===== src/rtl/cp0_coprocessor.sv =====
// MIPS coprocessor 0: Count/Compare timer, Status, Cause, EPC, exception entry/ERET and MTC0/MFC0 access.
// Latency: register updates land on the next rising edge; mfc0_data, epc_out and cp0_intr are combinational from registered state.
// Backpressure: stall=1 holds entry/ERET/MTC0 commits while Count, timer pending and interrupt lines keep updating.
module cp0_coprocessor #(
  parameter int COUNT_DIV   = 1,
  parameter bit HW_INT_SYNC = 1
) (
  input  logic        clk,
  input  logic        reset,
  input  logic        stall,
  input  logic        cu_cp0_w_en,
  input  logic [4:0]  cu_exec_code,
  input  logic [31:0] cu_epc,
  input  logic        exmem_eret,
  input  logic        mtc0_en,
  input  logic [4:0]  mtc0_addr,
  input  logic [31:0] mtc0_data,
  input  logic [4:0]  mfc0_addr,
  output logic [31:0] mfc0_data,
  input  logic [4:0]  hw_int,
  output logic        cp0_intr,
  output logic [31:0] epc_out,
  output logic [31:0] status_out,
  output logic [31:0] cause_out
);

  localparam logic [4:0] ADDR_COUNT   = 5'd9;
  localparam logic [4:0] ADDR_COMPARE = 5'd11;
  localparam logic [4:0] ADDR_STATUS  = 5'd12;
  localparam logic [4:0] ADDR_CAUSE   = 5'd13;
  localparam logic [4:0] ADDR_EPC     = 5'd14;
  localparam logic [1:0] DIV_MAX      = 2'(COUNT_DIV);

  logic [31:0] count_q, compare_q, epc_q;
  logic [31:0] count_nxt;
  logic [1:0]  presc_q, presc_nxt;
  logic        ie_q, exl_q;
  logic [7:0]  im_q;
  logic [4:0]  exc_q;
  logic [1:0]  swip_q;
  logic        pend_q, armed_q;
  logic [4:0]  hw_ip;
  logic [7:0]  ip;
  logic        entry, eret, timer_hit;
  logic        wr_count, wr_compare, wr_status, wr_cause, wr_epc;

  // Entry outranks ERET; both and every MTC0 are held off while the pipeline is stalled.
  assign entry      = ~stall & cu_cp0_w_en;
  assign eret       = ~stall & ~cu_cp0_w_en & exmem_eret;
  assign wr_count   = ~stall & mtc0_en & (mtc0_addr == ADDR_COUNT);
  assign wr_compare = ~stall & mtc0_en & (mtc0_addr == ADDR_COMPARE);
  assign wr_status  = ~stall & mtc0_en & (mtc0_addr == ADDR_STATUS);
  assign wr_cause   = ~stall & mtc0_en & (mtc0_addr == ADDR_CAUSE);
  assign wr_epc     = ~stall & mtc0_en & (mtc0_addr == ADDR_EPC);

  generate
    if (HW_INT_SYNC) begin : g_sync
      logic [4:0] sync1_q, sync2_q;
      // Two-flop synchronizer for the asynchronous interrupt lines.
      always_ff @(posedge clk or posedge reset) begin
        if (reset) begin
          sync1_q <= '0;
          sync2_q <= '0;
        end else begin
          sync1_q <= hw_int;
          sync2_q <= sync1_q;
        end
      end
      assign hw_ip = sync2_q;
    end else begin : g_nosync
      assign hw_ip = hw_int;
    end
  endgenerate

  // Next Count: an MTC0 load overrides the prescaled increment and restarts the prescaler.
  always_comb begin
    presc_nxt = presc_q + 2'd1;
    count_nxt = count_q;
    if (wr_count) begin
      presc_nxt = 2'd0;
      count_nxt = mtc0_data;
    end else if (presc_q == DIV_MAX) begin
      presc_nxt = 2'd0;
      count_nxt = count_q + 32'd1;
    end
  end

  // Pending fires only on a change of Count into the Compare value, never while Count sits there.
  assign timer_hit = armed_q & (count_nxt != count_q) & (count_nxt == compare_q);

  // Timer state: Count, prescaler, Compare, armed flag and pending bit (clear wins over set).
  always_ff @(posedge clk or posedge reset) begin
    if (reset) begin
      count_q   <= '0;
      presc_q   <= '0;
      compare_q <= '0;
      armed_q   <= 1'b0;
      pend_q    <= 1'b0;
    end else begin
      count_q <= count_nxt;
      presc_q <= presc_nxt;
      if (wr_compare) begin
        compare_q <= mtc0_data;
        armed_q   <= 1'b1;
        pend_q    <= 1'b0;
      end else if (timer_hit) begin
        pend_q <= 1'b1;
      end
    end
  end

  // Status/Cause/EPC: entry and ERET own EXL/EPC/ExcCode, MTC0 fills in the remaining fields.
  always_ff @(posedge clk or posedge reset) begin
    if (reset) begin
      ie_q   <= 1'b0;
      exl_q  <= 1'b0;
      im_q   <= '0;
      exc_q  <= '0;
      swip_q <= '0;
      epc_q  <= '0;
    end else begin
      if (entry)          exl_q <= 1'b1;
      else if (eret)      exl_q <= 1'b0;
      else if (wr_status) exl_q <= mtc0_data[1];
      if (wr_status) begin
        ie_q <= mtc0_data[0];
        im_q <= mtc0_data[15:8];
      end
      if (wr_cause) swip_q <= mtc0_data[9:8];
      if (entry) begin
        epc_q <= cu_epc;
        exc_q <= cu_exec_code;
      end else if (wr_epc) begin
        epc_q <= mtc0_data;
      end
    end
  end

  assign ip         = {pend_q, hw_ip, swip_q};
  assign status_out = {16'd0, im_q, 6'd0, exl_q, ie_q};
  assign cause_out  = {16'd0, ip, 1'b0, exc_q, 2'b00};
  assign epc_out    = epc_q;
  assign cp0_intr   = ie_q & ~exl_q & (|(ip & im_q));

  // MFC0 read mux over the current register values.
  always_comb begin
    mfc0_data = '0;
    case (mfc0_addr)
      ADDR_COUNT:   mfc0_data = count_q;
      ADDR_COMPARE: mfc0_data = compare_q;
      ADDR_STATUS:  mfc0_data = status_out;
      ADDR_CAUSE:   mfc0_data = cause_out;
      ADDR_EPC:     mfc0_data = epc_q;
      default:      mfc0_data = '0;
    endcase
  end

endmodule


===== config.mk =====
export PLATFORM = sky130hd
export DESIGN_NAME = cp0_coprocessor
export DESIGN_NICKNAME = d
export VERILOG_FILES = /design/src/rtl/cp0_coprocessor.sv
export SDC_FILE = /design/constraint.sdc
export NUM_CORES = 1
export LEC_CHECK = 0
export CORE_ASPECT_RATIO = 0.5
export CORE_MARGIN = 2
export CORE_UTILIZATION = 45
export DETAILED_ROUTE_END_ITERATION = 7
export PLACE_DENSITY_LB_ADDON = 0.08
export SETUP_SLACK_MARGIN = 0.4
export SLEW_MARGIN = 20
export SYNTH_ARGS = -nofsm -noshare
export SYNTH_HDL_FRONTEND = slang
export SYNTH_SLANG_ARGS = --single-unit

===== constraint.sdc =====
create_clock -name clk -period 6.28 [get_ports clk]
set_input_delay 0.628 -clock clk [delete_from_list [all_inputs] [get_ports clk]]
set_output_delay 0.628 -clock clk [all_outputs]
set_load 0.01 [all_outputs]

==> impl_metrics.env <==
export IMPL_synth_top_family_by_area="simple AND/OR/NAND/NOR gates"
export IMPL_numPortBuffers=177
export IMPL_die_area_sq_um=20690
export IMPL_avgSynthCellArea_sq_um=8.729
export IMPL_ys_top_cells_by_count="nand2_1, dfrtp_1, o21ai_0"
export IMPL_cts_buffers=17
export IMPL_cts_sinks=127
export IMPL_fin_skew_ns=0.006597
export IMPL_vias=8561
export IMPL_worstHoldStart="g_sync.sync1_q[4]"
export IMPL_antenna_found_initial=1
export IMPL_synth_adder_area_share_pct=0.1426
export IMPL_initial_utilization_pct=45.50
export IMPL_synth_distinct_cells=77
export IMPL_grt_pass1_vias=8110
export IMPL_reg2reg_to="pend_q"
export IMPL_grt_pass1_wl_microns=50870
export IMPL_cp_end_kind="flop"
export IMPL_finalMaxSlewViolations=0
export IMPL_synth_xor_area_share_pct=7.745
export IMPL_setup_viol=0
export IMPL_yosys_area_top_type="dfrtp_1"
export IMPL_tns_ns=0
export IMPL_fp_row_count=36
export IMPL_wl_per_cell_microns=24.02
export IMPL_synth_compound_area_share_pct=17.29
export IMPL_drive_gt1_share_pct=9.624
export IMPL_cts_buffer_depth=2
export IMPL_worstPathRequired_ns=6.65
export IMPL_drc=0
export IMPL_root_buffer="clkbuf_16"
export IMPL_yosysTopAreaCellShare_pct=36.23
export IMPL_core_area_sq_um=19280
export IMPL_rsz0062_at_grt="no"
export IMPL_drtIter0Drc=805
export IMPL_synthFlopType="dfrtp_1"
export IMPL_startpoint_type="flop"
export IMPL_cp_max_fo=13
export IMPL_drtAntennaViolNets=0
export IMPL_gr_total_overflow=0
export IMPL_htreeDepth=4
export IMPL_gp_congestion=1.005
export IMPL_period_share_pct=56.24
export IMPL_first_pass_iters=5
export IMPL_ios=219
export IMPL_synth_cells=1005
export IMPL_synth_edf_count=0
export IMPL_synth_simple_area_share_pct=19.51
export IMPL_p_per_area_nw_per_um2=312.0
export IMPL_critPathArrivalTime_ns=3.90
export IMPL_r2r_start="count_q[2]"
export IMPL_worst_skew_pair_late_latency_ns=0.44
export IMPL_routed_wirelength_microns=33870
export IMPL_worst_slew_pin_slew_ns=0.9937
export IMPL_postCtsHoldBufs=0
export IMPL_async_flop_share_pct=100.0
export IMPL_grt_util_met3_pct=9.355
export IMPL_seq_area_frac_synth_pct=36.23
export IMPL_leakagePower_nw=4.513
export IMPL_rr_worst_depth=8
export IMPL_dp_hpwl_microns=25580
export IMPL_slew_headroom_pct=33.24
export IMPL_path_class="flop to flop"
export IMPL_hold_path_class="flop to flop"
export IMPL_syn_area_sq_um=8772
export IMPL_post_cts_setup_buffers=0
export IMPL_met1_usage_pct=46.95
export IMPL_cts_tree="yes"
export IMPL_grt_total_usage_pct=33.51
export IMPL_r2r_setup_slack_ns=2.75
export IMPL_viasPerCell=6.072
export IMPL_hold_depth=0
export IMPL_gr_usage_met2_pct=49.95
export IMPL_grt_max_degree=66
export IMPL_post_synth_top_count_cell="nand2_1"
export IMPL_post_route_util_pct=57.47
export IMPL_cap_violations=0
export IMPL_path_clk_slew_ns=0.06
export IMPL_busiest_layer="met2"
export IMPL_ir_worst_vdd_v=0.0001844
export IMPL_die_h_microns=102.7
export IMPL_syn_to_final_growth_pct=26.30
export IMPL_synth_area_leaders="dfrtp_1, mux2_2, nand2_1"
export IMPL_status="completed"
export IMPL_hold_viol_final=0
export IMPL_fmax_ghz=0.2831
export IMPL_finish_net_count=1225
export IMPL_die_width_microns=201.5
export IMPL_holdPathEnd="g_sync.sync2_q[4]"
export IMPL_synth_mux_area_share_pct=10.38
export IMPL_min_period_ns=3.532
export IMPL_synth_seq_cells=127
export IMPL_yosys_warnings=0
export IMPL_cts_resized=0
## placed cells by master (no fill, tap or decap), types with 4 or more instances in the layout
master             n
nor4_1            22
nor3_1            23
or4_1             10
nor2b_1            4
mux2i_1           37
a211oi_1           5
nor2_1            53
a311oi_1           4
or3_1              7
mux2_2            48
nand2b_1           6
and2_1             4
buf_4             16
nand4b_1           5
clkbuf_8           4
a221o_1           15
a221oi_1           8
a21oi_1           33
nand2_1          132
nand3_1           20
xor2_1            41
clkbuf_16         17
a22o_1            16
dfrtp_1          127
clkdlybuf4s50_1  176
o31ai_1           10
nand3b_1           5
inv_1             25
a31oi_1           10
xnor2_1           34
a22oi_1            8
nand4_1           16
and4_1             7
conb_1            41
o21ai_0           82
o22ai_1            7
## routing by layer
metal / share of wire, % / wire length, microns / vias up
met5: 0 / 0 / -
met4: 2.5 / 838 / 0
met3: 10 / 3477 / 63
met2: 43 / 14400 / 484
met1: 45 / 15160 / 4213
li1: - / - / 3801
## how the worst max path moves through the flow
stage | slack [ns] | cells after the start | endpoint | from
finish | 2.75 | 8 | pend_q | count_q[2]
CTS | 2.82 | 8 | mfc0_data[7] | mfc0_addr[3]
detailed placement | 2.52 | 10 | pend_q | mtc0_addr[1]
floorplan | 2.27 | 1 | armed_q | reset
global route | 2.53 | 8 | pend_q | count_q[2]
global placement | 2.55 | 10 | pend_q | mtc0_addr[1]
## flip-flops by register name (all words and copies together), names as in the netlist
signal	flops
armed_q	1
compare_q	32
count_q	32
epc_out	32
exc_q	5
exl_q	1
g_sync.sync1_q	5
g_sync.sync2_q	5
ie_q	1
im_q	8
pend_q	1
presc_q	2
swip_q	2
## metrics by stage
step	worst slack, ns	hold WS (ns)	total power [mW]	std cells	cell area [sq um]
after floorplan	2.268	0.3312	1.938	1045	8922
after CTS	2.815	0.3510	3.426	1409	11070
after detailed placement	2.517	0.3379	2.429	1381	10500
final	2.748	0.3506	3.456	1410	11080
after global routing	2.534	0.3637	3.614	1410	11080
after global placement	2.546	0.3321	2.428	1381	10500
## area by class of cell
class | instances | area, sq um
Fill cell | 1770 | 8199
Multi-Input combinational cell | 769 | 5010
Sequential cell | 127 | 3178
Timing Repair Buffer | 193 | 1887
Clock buffer | 22 | 484.2
Tap cell | 266 | 332.8
Inverter | 26 | 100.1
Clock inverter | 6 | 85.08
Antenna cell | 1 | 2.502
## worst max-delay path, cell delays in order (launching register included)
cell and delay, ns:
dfrtp_1 0.66, nand3_1 0.50, or4_4 0.70, or3_1 0.46, a211oi_1 0.24, nand4_1 0.19, nor4b_1 0.33, o32ai_1 0.20
o21ai_1 0.15
## report_power, final
group	switching, mW	leakage, nW	internal (mW)
logic	0.677	2.70	0.492
clock network	0.374	0.276	0.615
registers	0.337	1.54	0.961
total	1.39	4.51	2.07
## kinds of logic (layout without fill, tap and decap cells)
kind of cell,after synthesis,in the layout
xor gates and xnor gates,76,76
DFF,127,127
other,1,42
adders and majority gates,1,1
and+or+nand+nor,339,339
muxes,85,85
buffers and inverters,149,247
AOI/OAI and AO/OA,227,227
(Power assumes the default switching activity.)
